===== src/rtl/rob_multi_commit.sv =====
// Reorder buffer: in-order allocate, out-of-order writeback,
// up to COMMIT_W in-order retirements per cycle.
module rob_multi_commit #(
  parameter int DEPTH     = 16,
  parameter int PAYLOAD_W = 32,
  parameter int RESULT_W  = 16,
  parameter int NUM_WB    = 4,
  parameter int COMMIT_W  = 2,
  localparam int TAG_W    = $clog2(DEPTH)
) (
  input  logic                         clk_i,
  input  logic                         reset_n_i,
  input  logic                         alloc_valid_i,
  input  logic [PAYLOAD_W-1:0]         alloc_payload_i,
  output logic                         alloc_ready_o,
  output logic [TAG_W-1:0]             alloc_tag_o,
  input  logic [NUM_WB-1:0]            wb_valid_i,
  input  logic [NUM_WB*TAG_W-1:0]      wb_tag_i,
  input  logic [NUM_WB*RESULT_W-1:0]   wb_result_i,
  input  logic [NUM_WB-1:0]            wb_mispredict_i,
  output logic [COMMIT_W-1:0]          commit_valid_o,
  output logic [COMMIT_W*PAYLOAD_W-1:0] commit_payload_o,
  output logic [COMMIT_W*RESULT_W-1:0] commit_result_o,
  input  logic                         commit_ready_i,
  input  logic                         flush_i,
  output logic                         flush_o,
  output logic [TAG_W:0]               count_o
);

  logic [DEPTH-1:0]     ent_v;
  logic [DEPTH-1:0]     ent_wb;
  logic [DEPTH-1:0]     ent_mp;
  logic [PAYLOAD_W-1:0] ent_pay [DEPTH];
  logic [RESULT_W-1:0]  ent_res [DEPTH];

  logic [TAG_W-1:0] head;
  logic [TAG_W-1:0] tail;
  logic [TAG_W:0]   count;

  logic [TAG_W-1:0]    lane_idx [COMMIT_W];
  logic [COMMIT_W-1:0] lane_v;
  logic [COMMIT_W-1:0] lane_mp;
  logic [TAG_W:0]      n_ret;
  logic                blocked;

  logic [TAG_W-1:0]  wtag [NUM_WB];
  logic [NUM_WB-1:0] wb_hit;

  logic do_alloc;

  // Lanes stop after the first incomplete entry or after a mispredict.
  always_comb begin
    lane_v  = '0;
    lane_mp = '0;
    n_ret   = '0;
    blocked = 1'b0;
    for (int k = 0; k < COMMIT_W; k++) begin
      lane_idx[k] = head + TAG_W'(k);
      if (!blocked && ((TAG_W+1)'(k) < count) &&
          ent_v[lane_idx[k]] && ent_wb[lane_idx[k]]) begin
        lane_v[k]  = 1'b1;
        lane_mp[k] = ent_mp[lane_idx[k]];
        n_ret      = n_ret + (TAG_W+1)'(1);
        blocked    = ent_mp[lane_idx[k]];
      end else begin
        blocked = 1'b1;
      end
    end
  end

  always_comb begin
    for (int p = 0; p < NUM_WB; p++) begin
      wtag[p]   = wb_tag_i[p*TAG_W +: TAG_W];
      wb_hit[p] = wb_valid_i[p] & ent_v[wtag[p]] & ~ent_wb[wtag[p]];
    end
  end

  for (genvar k = 0; k < COMMIT_W; k++) begin : g_lane
    assign commit_payload_o[k*PAYLOAD_W +: PAYLOAD_W] =
      ent_pay[lane_idx[k]];
    assign commit_result_o[k*RESULT_W +: RESULT_W] =
      ent_res[lane_idx[k]];
  end

  assign commit_valid_o = lane_v;
  assign flush_o        = commit_ready_i & |lane_mp;
  assign alloc_ready_o  = (count != (TAG_W+1)'(DEPTH)) &
                          ~flush_i & ~flush_o;
  assign alloc_tag_o    = tail;
  assign count_o        = count;
  assign do_alloc       = alloc_valid_i & alloc_ready_o;

  always_ff @(posedge clk_i) begin
    if (!reset_n_i || flush_i || flush_o) begin
      ent_v  <= '0;
      ent_wb <= '0;
      ent_mp <= '0;
      head   <= '0;
      tail   <= '0;
      count  <= '0;
    end else begin
      if (do_alloc) begin
        ent_v[tail]  <= 1'b1;
        ent_wb[tail] <= 1'b0;
        ent_mp[tail] <= 1'b0;
        tail         <= tail + TAG_W'(1);
      end
      // Later ports overwrite earlier ones on a shared tag.
      for (int p = 0; p < NUM_WB; p++) begin
        if (wb_hit[p]) begin
          ent_wb[wtag[p]] <= 1'b1;
          ent_mp[wtag[p]] <= wb_mispredict_i[p];
        end
      end
      if (commit_ready_i) begin
        for (int k = 0; k < COMMIT_W; k++) begin
          if (lane_v[k]) begin
            ent_v[lane_idx[k]]  <= 1'b0;
            ent_wb[lane_idx[k]] <= 1'b0;
          end
        end
      end
      head  <= head + (commit_ready_i ? n_ret[TAG_W-1:0] : '0);
      count <= count + (TAG_W+1)'(do_alloc) -
               (commit_ready_i ? n_ret : '0);
    end
  end

  always_ff @(posedge clk_i) begin
    if (do_alloc) ent_pay[tail] <= alloc_payload_i;
    for (int p = 0; p < NUM_WB; p++) begin
      if (wb_hit[p])
        ent_res[wtag[p]] <= wb_result_i[p*RESULT_W +: RESULT_W];
    end
  end

endmodule

===== config.mk =====
export PLATFORM = sky130hd
export DESIGN_NAME = rob_multi_commit
export DESIGN_NICKNAME = d
export VERILOG_FILES = /design/src/rtl/rob_multi_commit.sv
export SDC_FILE = /design/constraint.sdc
export NUM_CORES = 2
export LEC_CHECK = 0
export CAP_MARGIN = 20
export CELL_PAD_IN_SITES_DETAIL_PLACEMENT = 1
export CELL_PAD_IN_SITES_GLOBAL_PLACEMENT = 2
export CORE_MARGIN = 3
export CORE_UTILIZATION = 35
export DETAILED_ROUTE_END_ITERATION = 8
export HOLD_SLACK_MARGIN = 0.06
export PLACE_DENSITY = 0.69
export SLEW_MARGIN = 20
export SYNTH_ARGS = -nofsm -noshare
export SYNTH_HDL_FRONTEND = slang
export SYNTH_SLANG_ARGS = --single-unit

===== constraint.sdc =====
create_clock -name clk_i -period 10.48 [get_ports clk_i]
set_input_delay 2.096 -clock clk_i [delete_from_list [all_inputs] [get_ports clk_i]]
set_output_delay 2.096 -clock clk_i [all_outputs]
set_load 0.02 [all_outputs]

**Yosys cells after proc, flatten, opt, wreduce, memory -nomap -nowiden**

Memories as Yosys holds them, arrays and structs flattened. A register that Yosys moved wholly into a read port is not among the register bits.
Index checks and enable logic that the tools add are counted.

- $add $sub $neg: 6
- $lt $le $gt $ge: 16
- Equality and inequality tests: 1
- Multiplexer cells: 98
- Bitwise logic cells: 32
- Reductions and logical operators: 17

Operators with widths:

| kind | count |
|---|---|
| two-way mux 16 bit | 31 |
| bitwise AND 16 bit | 6 |
| bitwise OR 16 bit | 5 |
| bitwise mux 16 bit | 4 |
| binary-select mux 1 bit (select 4 bit) | 14 |
| NOT 16 bit | 3 |
| two-way mux 1 bit | 37 |
| less-than comparator 4 x 5 -> 1 bit (second input constant) | 7 |
| demux 1 bit (select 4 bit) | 7 |
| greater-or-equal comparator 4 x 1 -> 1 bit (second input constant) | 7 |
| bitwise AND 1 bit | 12 |
| logical AND 1 bit | 12 |
| two-way mux 4 bit | 3 |
| less-than comparator 1 x 5 -> 1 bit (first input constant) | 2 |
| two-way mux 5 bit | 2 |
| adder 4 x 1 -> 4 bit (second input constant) | 2 |
| NOT 1 bit | 6 |
| adder 5 x 1 -> 5 bit | 1 |
| adder 5 x 1 -> 5 bit (second input constant) | 1 |
| != test 5 bit (second input constant) | 1 |
| subtractor 5 bit | 1 |
| adder 4 bit | 1 |
| zero test 1 bit | 2 |
| logical OR 1 bit | 2 |
| OR reduction 2 bit | 1 |

- Register bits: 61
- Bits in writable memories: 768
- Bits of input ports: 125
- Output and inout bits: 109
- Logic and storage cells: 178
- Memories: 2

Memory list:

| memory | depth | bits a word | read ports | clocked after memory_dff | write ports | line | RTL |
|---|---|---|---|---|---|---|---|
| ent_pay | 16 | 32 | 2 | 1 | 1 | 33 | `logic [PAYLOAD_W-1:0] ent_pay [DEPTH];` |
| ent_res | 16 | 16 | 2 | 1 | 4 | 34 | `logic [RESULT_W-1:0] ent_res [DEPTH];` |

**Longest topological paths before layout**

- Word-level depth: 36
- Depth in mapped cells: 27
- Mapped depth without buffers: 20

**Worst setup path before layout**

Ideal clock, no wire load.

- Path type: reg2reg
- Start point: reg head[1]
- End point: mem ent_pay[4][0], enable pin
- Setup time: 0.464 ns
- Arrival: 6.124 ns
- Data required time: 10.016 ns
- Path slack: 3.892 ns
- Cell stages (with the launch flop): 18
- Path buffers: 8
- Clock period less this slack: 6.588 ns
- Path through: dfxtp_1 > buf_2 > buf_2 > buf_2 > buf_2 > buf_1 > inv_1 > ha_1 > buf_2 > buf_6 > mux4_2 > nand2_1 > mux2i_1 > a32oi_2 > a211o_4 > inv_4 > buf_6 > nor3_1

- Longest elaborated chain between the ends: 17
- Elaborated cells between the ends (all ways): 29
- Those cells by class: add/sub (1); mux (17); bitwise (4); reduce/logical (7)

RTL lines:

| item | line | RTL |
|---|---|---|
| start, declared | 36 | `logic [TAG_W-1:0] head;` |
| start signal, assigned | 123 | `head <= head + (commit_ready_i ? n_ret[TAG_W-1:0] : '0);` |
| branches (longest 10 deep; another with adder 4 x 1 -> 4 bit) | - |  |
| OR reduction 2 bit (*) | 86 | `assign flush_o = commit_ready_i & \|lane_mp;` |
| bitwise AND 1 bit (*) | 86 |  |
| NOT 1 bit (*) | 88 | `~flush_i & ~flush_o;` |
| bitwise AND 1 bit (*) | 88 |  |
| bitwise AND 1 bit (*) | 91 | `assign do_alloc = alloc_valid_i & alloc_ready_o;` |
| two-way mux 1 bit (*) | 130 | `if (do_alloc) ent_pay[tail] <= alloc_payload_i;` |
| two-way mux 1 bit (not written as such) (*) | 130 |  |
| end, declared | 33 |  |

Every way passes the cells marked *. The select of a mux whose other input is x is not followed.

**Worst setup path after layout**

- Start point: reg head[1]
- End point: out alloc_ready_o

- Longest elaborated chain between the ends: 14
- Elaborated cells between the ends (all ways): 26
- Those cells by class: add/sub (1); mux (15); bitwise (3); reduce/logical (7)

RTL lines:

| item | line | RTL |
|---|---|---|
| branches (longest 10 deep; another with adder 4 x 1 -> 4 bit) | - |  |
| OR reduction 2 bit (*) | 86 |  |
| bitwise AND 1 bit (*) | 86 |  |
| NOT 1 bit (*) | 88 |  |
| bitwise AND 1 bit (*) | 88 |  |
| end, declared | 15 | `output logic alloc_ready_o,` |

Marks and branches as above.

==> flow_metrics.tcl <==
set metrics [dict create \
    grt_pass1_vias 33800 \
    p_comb_share_pct 7.0 \
    ys_ff_latch 829 \
    antenna_found_initial 24 \
    synth_cell_types 85 \
    num_vias 32900 \
    clock_skew_ns 0.0252 \
    drc 0 \
    htree_levels 3 \
    setup_ws_ns 2.98 \
    syn_area_um2 48700 \
    hold_class "reg -> reg" \
    synth_area_leaders "edfxtp_1 (47%), mux4_2 (23%), mux2i_1 (5.6%)" \
    routed_wl_mm 180 \
    async_flop_share_pct 0 \
    setup_viol 0 \
    grt_usage_pct 25.0 \
    core_area_um2 138000 \
    postLayoutCellArea_um2 56200 \
    dpl-instance-area_um2 52900 \
    switchingPower_w 0.00178 \
    antenna_left 0 \
    tightest_slew_ns 1.19 \
    critPathLaunchType "flip-flop" \
    gp_congestion 0.841 \
    drtPass1Iterations 5 \
    synth.most_common_cell "edfxtp_1" \
    rows 136 \
    ios 234 \
    die_w_um 379 \
    r2r_setup_slack_ns 4.20 \
    r2r_cells 20 \
    p_leak_nw 17.8 \
    power.density_nw_per_um2 136 \
    die-area_um2 144000 \
    clk_path_buf_depth 3 \
    yosys-top-cells-count "edfxtp_1 (768), mux4_2 (507), mux2i_1 (271), nor2_1 (235), clkbuf_1 (211)" \
    yosysWarnings 0 \
    ir_drop_mv 0.137 \
    hp-start "ent_mp[15]$_SDFF_PP0_" \
    syn_area_per_cell_um2 14.6 \
    intPower_w 0.00587 \
    cts_setup_buffers 0 \
    rsz0062_at_grt "false" \
    slew_viol_final 0 \
    io_buffers 233 \
    hold_end "ent_mp[15]$_SDFF_PP0_" \
    multi_input_area_um2 23100 \
    initial_core_util_pct 35.4 \
    path_class "reg -> out" \
    area_delta_synth_final_pct 15.4 \
    cts.sinks 829 \
    whs_path_depth 2 \
    seq_power_share_pct 48.0 \
    syn_inst 3336 \
    cts_tree "built" \
    ctsHoldBuffers 0 \
    cp-end-kind "output pin" \
    synth_top_area_cell "edfxtp_1" \
    cp_max_fo 71 \
    fill_cells 13800 \
    netSwitchingFraction_pct 23.3 \
    cap_violations 0 \
    finalCriticalPeriod_ns 7.50 \
    cp.required_ns 8.38 \
    ff_latch_area_um2 24300 \
    drt_iter0_drc 3160 \
    crit-reg2reg-launch "head[1]$_SDFF_PP0_" \
    status "complete, no violations" \
    root_buffer "clkbuf_16" \
    grt_max_degree 150 \
    hpwlAfterDp_mm 109 \
    cts_buffers 99 \
    fmax_mhz 133 \
    yosysSeqAreaShare_pct 49.8 \
    synthFlopType "edfxtp_1" \
    maxSlewHeadroom_pct 19.7 \
    synth-edff-count 768 \
    cts_resized 0 \
    hold_viol_final 0 \
    post-synth-top-area-fraction_pct 47.3 \
    drive_above_1_share_pct 27.7 \
    arrival_ns 5.40 \
    clockPowerShare_pct 45.0 \
    wl_per_cell_um 33.9 \
    avgViaCountPerCell 6.20 \
    num-nets-final 3565 \
    finalPower_w 0.00765 \
    grt_overflow_total 0 \
    tns_ns 0 \
    dp_slack_ns 3.53 \
    die_h_um 379 \
    synth_nets 3484 \
    clk_pin_slew_ns 0.06 \
    r2r_end "count_o[4]$_SDFF_PP0_" \
    period_share_pct 71.5 \
    clock_latency_ns 0.72 \
    grt_pass1_wl_mm 257 \
]
## through the flow
step	hold slack, ns	util [%]	std cells
CTS	0.503	40.7	5288
global placement	0.488	38.4	5107
detailed placement	0.494	38.4	5109
finish	0.508	40.8	5304
global route	0.522	40.8	5296
floorplan	0.458	-	3336
## cell families after synthesis
| kind of cell | count (synthesis) | synth area share (%) |
|---|---|---|
| AND/OR/NAND/NOR | 592 | 5.71 |
| buffers and inverters | 393 | 3.41 |
| AO/OA/AOI/OAI | 564 | 7.82 |
| XOR/XNOR | 10 | 0.211 |
| flip-flops | 829 | 49.8 |
| multiplexers | 925 | 32.4 |
| adder cells (fa/ha/maj) | 23 | 0.621 |
## sequential cells by signal (all words and copies together) (netlist names)
name	count
alloc_tag_o	4
count_o	5
ent_mp	16
ent_pay	512
ent_res	256
ent_v	16
ent_wb	16
head	4
## worst max-delay path by stage
stage                             startpoint                      end  depth (start not counted)
after floorplan           head[1]$_SDFF_PP0_  ent_pay[4][0]$_DFFE_PP_                         17
after global placement    head[1]$_SDFF_PP0_            alloc_ready_o                         11
after detailed placement  head[1]$_SDFF_PP0_            alloc_ready_o                         11
after CTS                 head[1]$_SDFF_PP0_            alloc_ready_o                         11
after global routing      head[1]$_SDFF_PP0_            alloc_ready_o                         11
final                     head[1]$_SDFF_PP0_            alloc_ready_o                         11
## worst max-delay path, stage by stage, from the launching register on
cell	delay, ns
dfxtp_4	0.81
inv_1	0.25
ha_4	0.94
buf_12	0.52
mux4_2	0.59
nand2_1	0.13
mux2i_1	0.13
a32o_1	0.31
a21oi_1	0.15
nor2_1	0.08
nor2b_1	0.12
clkdlybuf4s50_1	0.61
## layout by cell type (no fill, tap or decap), drive strengths merged, types with 41 or more instances in the layout
cell and n:
a211oi 105, a21o 97, a21oi 111, buf 99
clkbuf 136, clkdlybuf4s50 233, dfxtp 61, edfxtp 768
inv 41, mux2 147, mux2i 271, mux4 507
nand2 152, nor2 235, o21ai 115
## cell type report
class,count,share of cell area (%)
antenna,15,0.0668
clock buffer,136,4.78
clock inverter,43,0.913
inverter,41,0.278
multi-input combinational,2114,41.1
sequential,829,43.2
tap,1794,3.99
timing repair buffer,332,5.62
## power groups by stage
stage	clock network, W	registers [W]	logic [W]
after floorplan	0	0.00374	0.000286
after global placement	0	0.00374	0.000528
after detailed placement	0	0.00374	0.000535
after CTS	0.00352	0.00367	0.000538
after global routing	0.00365	0.00368	0.000575
final	0.00344	0.00367	0.000536
## layer usage
layer | GRT usage, % | vias to the layer above | wire length, µm
met5 | 0 | - | 90
met4 | 8.10 | 16 | 5570
met3 | 4.61 | 323 | 11900
met2 | 41.4 | 1229 | 88200
met1 | 33.1 | 17600 | 73900
li1 | - | 13700 | -
Note: power is estimated with default switching activity, not from simulation.
